### src/rtl/csram_pkg.sv
// Shared definitions for the CSRAM arbiter: FSM encoding, owner tags, bank decode.
package csram_pkg;

    typedef enum logic [1:0] {
        StArb   = 2'd0,
        StDrain = 2'd1,
        StLock  = 2'd2
    } state_e;

    localparam logic OWN_DBG = 1'b0;
    localparam logic OWN_DMA = 1'b1;

    // Bank select comes from addr[11:10]
    localparam int unsigned BANK_W   = 2;
    localparam int unsigned BANK_LSB = 10;

    // Only addresses whose top nibble matches this hit the CSRAM
    localparam logic [3:0] CSRAM_REGION = 4'h0;

    function automatic logic [3:0] bank_sel(input logic [31:0] addr);
        logic [3:0] sel;
        sel = '0;
        sel[addr[BANK_LSB +: BANK_W]] = 1'b1;
        return sel;
    endfunction

endpackage

### src/rtl/csram_rsp_pipe.sv
// Two-stage owner/bad-address pipeline that follows each read to its response.
module csram_rsp_pipe
    import csram_pkg::*;
(
    input  logic clk_i,
    input  logic rst_i,
    input  logic rd_i,
    input  logic owner_i,
    input  logic bad_i,
    output logic s1_vld_o,
    output logic s1_own_o,
    output logic s2_vld_o,
    output logic s2_own_o,
    output logic s2_bad_o
);

    logic s1_vld_q, s1_own_q, s1_bad_q;
    logic s2_vld_q, s2_own_q, s2_bad_q;

    // Shift read tags by one stage per cycle; reset drops anything in flight
    always_ff @(posedge clk_i) begin
        if (rst_i) begin
            s1_vld_q <= 1'b0;
            s1_own_q <= OWN_DBG;
            s1_bad_q <= 1'b0;
            s2_vld_q <= 1'b0;
            s2_own_q <= OWN_DBG;
            s2_bad_q <= 1'b0;
        end else begin
            s1_vld_q <= rd_i;
            s1_own_q <= owner_i;
            s1_bad_q <= bad_i;
            s2_vld_q <= s1_vld_q;
            s2_own_q <= s1_own_q;
            s2_bad_q <= s1_bad_q;
        end
    end

    assign s1_vld_o = s1_vld_q;
    assign s1_own_o = s1_own_q;
    assign s2_vld_o = s2_vld_q;
    assign s2_own_o = s2_own_q;
    assign s2_bad_o = s2_bad_q;

endmodule

### src/rtl/csram_arbiter.sv
// Two-requester CSRAM arbiter (debug and DMA) with a debug lock-out FSM.
module csram_arbiter
    import csram_pkg::*;
#(
    parameter int unsigned RR_EN    = 1,
    parameter int unsigned LOCK_TMO = 16
) (
    input  logic        clk_i,
    input  logic        rst_i,
    input  logic        dbg_en_i,
    input  logic        dbg_req_i,
    input  logic        dbg_we_i,
    input  logic [31:0] dbg_addr_i,
    input  logic [31:0] dbg_wdata_i,
    input  logic        dma_req_i,
    input  logic        dma_we_i,
    input  logic [31:0] dma_addr_i,
    input  logic [31:0] dma_wdata_i,
    output logic        dbg_gnt_o,
    output logic        dma_gnt_o,
    output logic        dbg_rvalid_o,
    output logic        dma_rvalid_o,
    output logic [31:0] rdata_o,
    output logic        err_o,
    output logic        locked_o,
    output logic [3:0]  csram_cen_o,
    output logic [3:0]  csram_wen_o,
    output logic [31:0] csram_addr_o,
    output logic [31:0] csram_d_o,
    input  logic [31:0] csram_q_i
);

    localparam int unsigned CNT_W = (LOCK_TMO > 1) ? $clog2(LOCK_TMO) : 1;
    localparam logic [CNT_W-1:0] CNT_LAST = CNT_W'(LOCK_TMO - 1);

    state_e           state_q, state_d;
    logic [CNT_W-1:0] cnt_q;
    logic             last_dma_q;  // 1: most recent grant went to dma
    logic             dbg_gnt, dma_gnt;

    logic             sel_vld, sel_we, sel_own, sel_bad;
    logic [31:0]      sel_addr, sel_wdata;
    logic [3:0]       cen_q, wen_q;
    logic [31:0]      addr_q, d_q;
    logic             err_q;

    logic             s1_vld, s1_own, s2_vld, s2_own, s2_bad;
    logic             dma_rd_busy, dbg_rd_busy;
    logic             unused_addr;

    // Grant decode from the registered state only, so a state change never affects this cycle
    always_comb begin
        dbg_gnt = 1'b0;
        dma_gnt = 1'b0;
        if (!rst_i) begin
            unique case (state_q)
                StArb: begin
                    if (dbg_req_i && dma_req_i) begin
                        if (RR_EN != 0 && !last_dma_q) dma_gnt = 1'b1;
                        else                           dbg_gnt = 1'b1;
                    end else begin
                        dbg_gnt = dbg_req_i;
                        dma_gnt = dma_req_i;
                    end
                end
                StDrain, StLock: dbg_gnt = dbg_req_i;
                default: ;
            endcase
        end
    end

    // A read is in flight while its tag sits in stage 1; at stage 2 it retires this cycle
    assign dma_rd_busy = s1_vld && (s1_own == OWN_DMA);
    assign dbg_rd_busy = s1_vld && (s1_own == OWN_DBG);

    // Lock FSM next-state
    always_comb begin
        state_d = state_q;
        unique case (state_q)
            StArb:   if (dbg_en_i) state_d = StDrain;
            StDrain: begin
                if (!dbg_en_i)                              state_d = StArb;
                else if (!dma_rd_busy || cnt_q == CNT_LAST) state_d = StLock;
            end
            StLock:  if (!dbg_en_i && !dbg_rd_busy) state_d = StArb;
            default: state_d = StArb;
        endcase
    end

    // State, DRAIN cycle counter (saturating, zero on entry) and last-grant pointer
    always_ff @(posedge clk_i) begin
        if (rst_i) begin
            state_q    <= StArb;
            cnt_q      <= '0;
            last_dma_q <= 1'b1;
        end else begin
            state_q <= state_d;
            if (state_q != StDrain)  cnt_q <= '0;
            else if (cnt_q != '1)    cnt_q <= cnt_q + CNT_W'(1);
            if (dbg_gnt)      last_dma_q <= 1'b0;
            else if (dma_gnt) last_dma_q <= 1'b1;
        end
    end

    assign sel_vld   = dbg_gnt || dma_gnt;
    assign sel_we    = dbg_gnt ? dbg_we_i    : dma_we_i;
    assign sel_addr  = dbg_gnt ? dbg_addr_i  : dma_addr_i;
    assign sel_wdata = dbg_gnt ? dbg_wdata_i : dma_wdata_i;
    assign sel_own   = dbg_gnt ? OWN_DBG     : OWN_DMA;
    assign sel_bad   = sel_addr[31:28] != CSRAM_REGION;

    assign unused_addr = ^sel_addr[27:12];

    // Register the granted access onto the CSRAM port; out-of-region accesses only flag err
    always_ff @(posedge clk_i) begin
        if (rst_i) begin
            cen_q  <= '0;
            wen_q  <= '0;
            addr_q <= '0;
            d_q    <= '0;
            err_q  <= 1'b0;
        end else begin
            cen_q  <= '0;
            wen_q  <= '0;
            addr_q <= '0;
            d_q    <= '0;
            err_q  <= 1'b0;
            if (sel_vld) begin
                if (sel_bad) begin
                    err_q <= 1'b1;
                end else begin
                    cen_q  <= bank_sel(sel_addr);
                    wen_q  <= sel_we ? 4'hF : 4'h0;
                    addr_q <= {20'b0, sel_addr[11:0]};
                    d_q    <= sel_we ? sel_wdata : 32'h0;
                end
            end
        end
    end

    csram_rsp_pipe u_rsp_pipe (
        .clk_i    (clk_i),
        .rst_i    (rst_i),
        .rd_i     (sel_vld && !sel_we),
        .owner_i  (sel_own),
        .bad_i    (sel_bad),
        .s1_vld_o (s1_vld),
        .s1_own_o (s1_own),
        .s2_vld_o (s2_vld),
        .s2_own_o (s2_own),
        .s2_bad_o (s2_bad)
    );

    // Registered outputs are masked while reset is held so every output reads 0
    assign dbg_gnt_o    = dbg_gnt;
    assign dma_gnt_o    = dma_gnt;
    assign locked_o     = !rst_i && (state_q == StLock);
    assign dbg_rvalid_o = !rst_i && s2_vld && (s2_own == OWN_DBG);
    assign dma_rvalid_o = !rst_i && s2_vld && (s2_own == OWN_DMA);
    assign rdata_o      = (!rst_i && s2_vld && !s2_bad) ? csram_q_i : 32'h0;
    assign err_o        = !rst_i && err_q;
    assign csram_cen_o  = rst_i ? 4'h0  : cen_q;
    assign csram_wen_o  = rst_i ? 4'h0  : wen_q;
    assign csram_addr_o = rst_i ? 32'h0 : addr_q;
    assign csram_d_o    = rst_i ? 32'h0 : d_q;

endmodule

### config.mk
export PLATFORM = sky130hd
export DESIGN_NAME = csram_arbiter
export DESIGN_NICKNAME = d
export VERILOG_FILES = /design/src/rtl/csram_pkg.sv /design/src/rtl/csram_rsp_pipe.sv /design/src/rtl/csram_arbiter.sv
export SDC_FILE = /design/constraint.sdc
export NUM_CORES = 1
export LEC_CHECK = 0
export ABC_AREA = 1
export CAP_MARGIN = 10
export CORE_AREA = 2 2 108 110
export DETAILED_ROUTE_END_ITERATION = 16
export DIE_AREA = 0 0 110 112
export PLACE_DENSITY = 0.77
export SYNTH_ARGS = -nofsm -noshare
export SYNTH_HDL_FRONTEND = slang
export SYNTH_HIERARCHICAL = 1
export SYNTH_SLANG_ARGS = --single-unit
### constraint.sdc
create_clock -name clk_i -period 5 [get_ports clk_i]
set_input_delay 1.25 -clock clk_i [delete_from_list [all_inputs] [get_ports clk_i]]
set_output_delay 1.25 -clock clk_i [all_outputs]
set_load 0.05 [all_outputs]
==> reports/metrics.cfg, run 1 <==
[outcome]
run_status=finished clean

[placed_design]
place_area_um2=5630
pre_cts_ws_ns=0.638
place_congestion=0.745
port-buffer-count=224
dp_hpwl_mm=7.48
dp.cells=922

[timing]
fin_crit_ns=4.36
hold_violations=0
finalCritPeriodShare_pct=87.1
final.setup.tns_ns=0
worst_pin_slew_ns=0.627
setup_viol=0
max_freq_mhz=230
clock_skew_ns=0.00546
setup_ws_ns=0.645
rsz0062_at_grt=false
slew_headroom_pct=58.2
slew_viol_final=0

[power_and_ir_drop]
switching_share_pct=26.8
peakVddDrop_mv=0.155
netSwitchingPower_uw=400
power_density_nw_per_um2=251
leakage_nw=2.86
pwr-share-comb_pct=21.4
seq_power_share_pct=34.9
p_int_mw=1.09
pwr-share-clk_pct=43.7
p_total_mw=1.49

[floorplan]
coreArea_um2=11200
die_y_um=112
initial_utilization_pct=31.0
rows=39
io_pins=277
die_w_um=110
die-area_um2=12300

[logic_synthesis]
synth-edff-count=0
yosysUniqueCellTypes=26
syn_area_per_cell_um2=6.00
synth_ff_type=dfxtp_1
synth_most_common_cell=nand2_1
yosys_warnings=6
yosysTopAreaCellShare_pct=36.4
yosysTopAreaCell=dfxtp_1
yosys-top-cells-area=dfxtp_1 (36%), nand2_1 (16%), nor2_1 (15%), inv_1 (15%), buf_4 (6.9%)
synth.ff_latch_count=63
synth_area_um2=3460
async_reset_ff_share_pct=0
synthTopCellsByCount=nand2_1 (148), nor2_1 (138), inv_1 (137), dfxtp_1 (63), buf_4 (32)
ys_seq_area_share_pct=36.4
synthCells=577

[finish]
antenna_cells=0
finalInstanceArea_um2=5940
final_layout_size_suffix_gt1_share_pct=6.29
synthToLayoutAreaGrowth_pct=71.7
final_nets=963
final_cells=938
n_fill_cell=1112

[clocking]
cts_hold_buf=0
clock_latency_ns=0.32
ctsResizeCount=0
post_cts_buffers=0
cts_buffers=9
cts_buffer_depth=2
tritoncts=built
cts_sinks=63
ctsRootBufferMaster=clkbuf_16
htreeDepth=3
path_clk_slew_ns=0.05

[grt]
antenna_found_initial=0
grt_start_max_net_pins=60
grt_pass1_vias=3348
grtUsageTotal_pct=15.9
grt_pass1_wl_mm=15.4
grt-ovfl-total=0

[worst_hold_path]
hold_depth=2
worstHoldStart=u_rsp_pipe/s1_bad_q
worstHoldEndpoint=u_rsp_pipe/s2_bad_o
hold_class=register to register

[routing]
wl_mm=9.83
ant_nets=0
drt_iter0_markers=97
first_pass_iters=4
vias=3714
route.detailed.drc=0
via_per_inst=3.96
wl_per_cell_um=10.5

[worst_setup_path]
reg2reg_slack_ns=2.54
cp_max_fo=32
r2r-end=d_q[27]
crit_arrival_ns=3.11
critPathCaptureType=output port
startpoint=rst_i
rr_worst_depth=10
critical-path-max-stage-delay_ns=0.81
cp_cell_sequence=buf_2 > inv_1 > nand2_1 > or2_2 > nor2_1 > clkdlybuf4s50_1
crit_path_top_delay_cell=clkdlybuf4s50_1
r2r-start=state_q[0]
start_kind=primary input
required_ns=3.75
path_class=primary input to output port

[flow_run]
cap_viol_max_count=0

sequential cells by signal (all words and copies together), names as in the netlist, 2 cells and up:
register	flops
cnt_q	4
addr_q	12
cen_q	4
d_q	32
state_q	2
how the worst max path moves through the flow:
stage / endpoint / slack, ns / cells after the start
global route: rdata_o[17] / 0.48 / 6
global placement: rdata_o[20] / 0.66 / 6
finish: rdata_o[25] / 0.64 / 6
floorplan: rdata_o[0] / 0.96 / 7
CTS: rdata_o[27] / 0.64 / 6
detailed placement: rdata_o[27] / 0.64 / 6
per-stage QoR:
| stage | utilization [%] | hold WS, ns |
|---|---|---|
| 2_1_floorplan | - | 0.388 |
| 3_3_place_gp | 50.4 | 0.406 |
| 3_5_place_dp | 50.4 | 0.403 |
| 4_1_cts | 53.2 | 0.408 |
| 5_1_grt | 53.2 | 0.430 |
| 6_report | 53.2 | 0.407 |
critical path: cells and delay by family:
kind / cells / cell delay [ns]
buffers and inverters: 3 / 1.05
AND/OR/NAND/NOR: 3 / 0.78
placed cells by master, fill, tap and decap left out, drive strengths merged:
cell / Yosys / layout
buf: 37 / 26
nand3b: 1 / 1
clkinvlp: 0 / 1
o21ai: 7 / 7
nor2: 138 / 138
clkdlybuf4s50: 0 / 203
nor3: 1 / 1
inv: 137 / 137
nand4: 1 / 1
dfxtp: 63 / 63
bufinv: 0 / 2
conb: 1 / 20
a211oi: 1 / 1
clkbuf: 9 / 9
clkinv: 1 / 5
or2: 1 / 1
nand2: 151 / 151
nor3b: 2 / 2
a21oi: 13 / 13
nand3: 5 / 5
a31oi: 2 / 2
ha: 6 / 6
power by group through the flow:
stage | sequential (mW) | clock (mW) | combinational [mW]
after floorplan | 0.530 | 0 | 0.195
after global placement | 0.531 | 0 | 0.320
after detailed placement | 0.531 | 0 | 0.323
after CTS | 0.520 | 0.671 | 0.323
after global routing | 0.521 | 0.691 | 0.358
final | 0.520 | 0.652 | 0.320
routing by layer:
metal / routed length [um] / track usage [%] / vias to the layer above
met2: 5030 / 29.9 / 154
met3: 1010 / 4.57 / 10
met1: 3650 / 16.1 / 1549
li1: - / - / 2001
met4: 133 / 6.16 / 0
met5: 0 / 0 / -
final cells by class:
class	count	area [um2]	share of cell area, %
Clock inverter	7	87.6	1.47
Sequential cell	63	1260	21.2
Multi-Input combinational cell	349	1450	24.4
Tap cell	143	179	3.01
Inverter	138	519	8.74
Clock buffer	9	225	3.79
Timing Repair Buffer	229	2220	37.4
logic make-up after synthesis:
| kind of cell | count (synthesis) | synth area share (%) |
|---|---|---|
| simple gates | 300 | 33.9 |
| buf+inv | 184 | 23.8 |
| other cells | 1 | 0.108 |
| fa+ha+maj | 6 | 2.17 |
| compound gates | 23 | 3.58 |
| flops | 63 | 36.4 |
(Power assumes the default switching activity.)
==> run 2, diff against run 1 <==
--- a/config.mk
+++ b/config.mk
@@ -6,7 +6,7 @@
 export NUM_CORES = 1
 export LEC_CHECK = 0
 export ABC_AREA = 1
-export CAP_MARGIN = 10
+export CAP_MARGIN = 20
 export CORE_AREA = 2 2 108 110
 export DETAILED_ROUTE_END_ITERATION = 16
 export DIE_AREA = 0 0 110 112
==> results of run 2 <==
Final layout, timing and power as in run 1 (identical DEF).
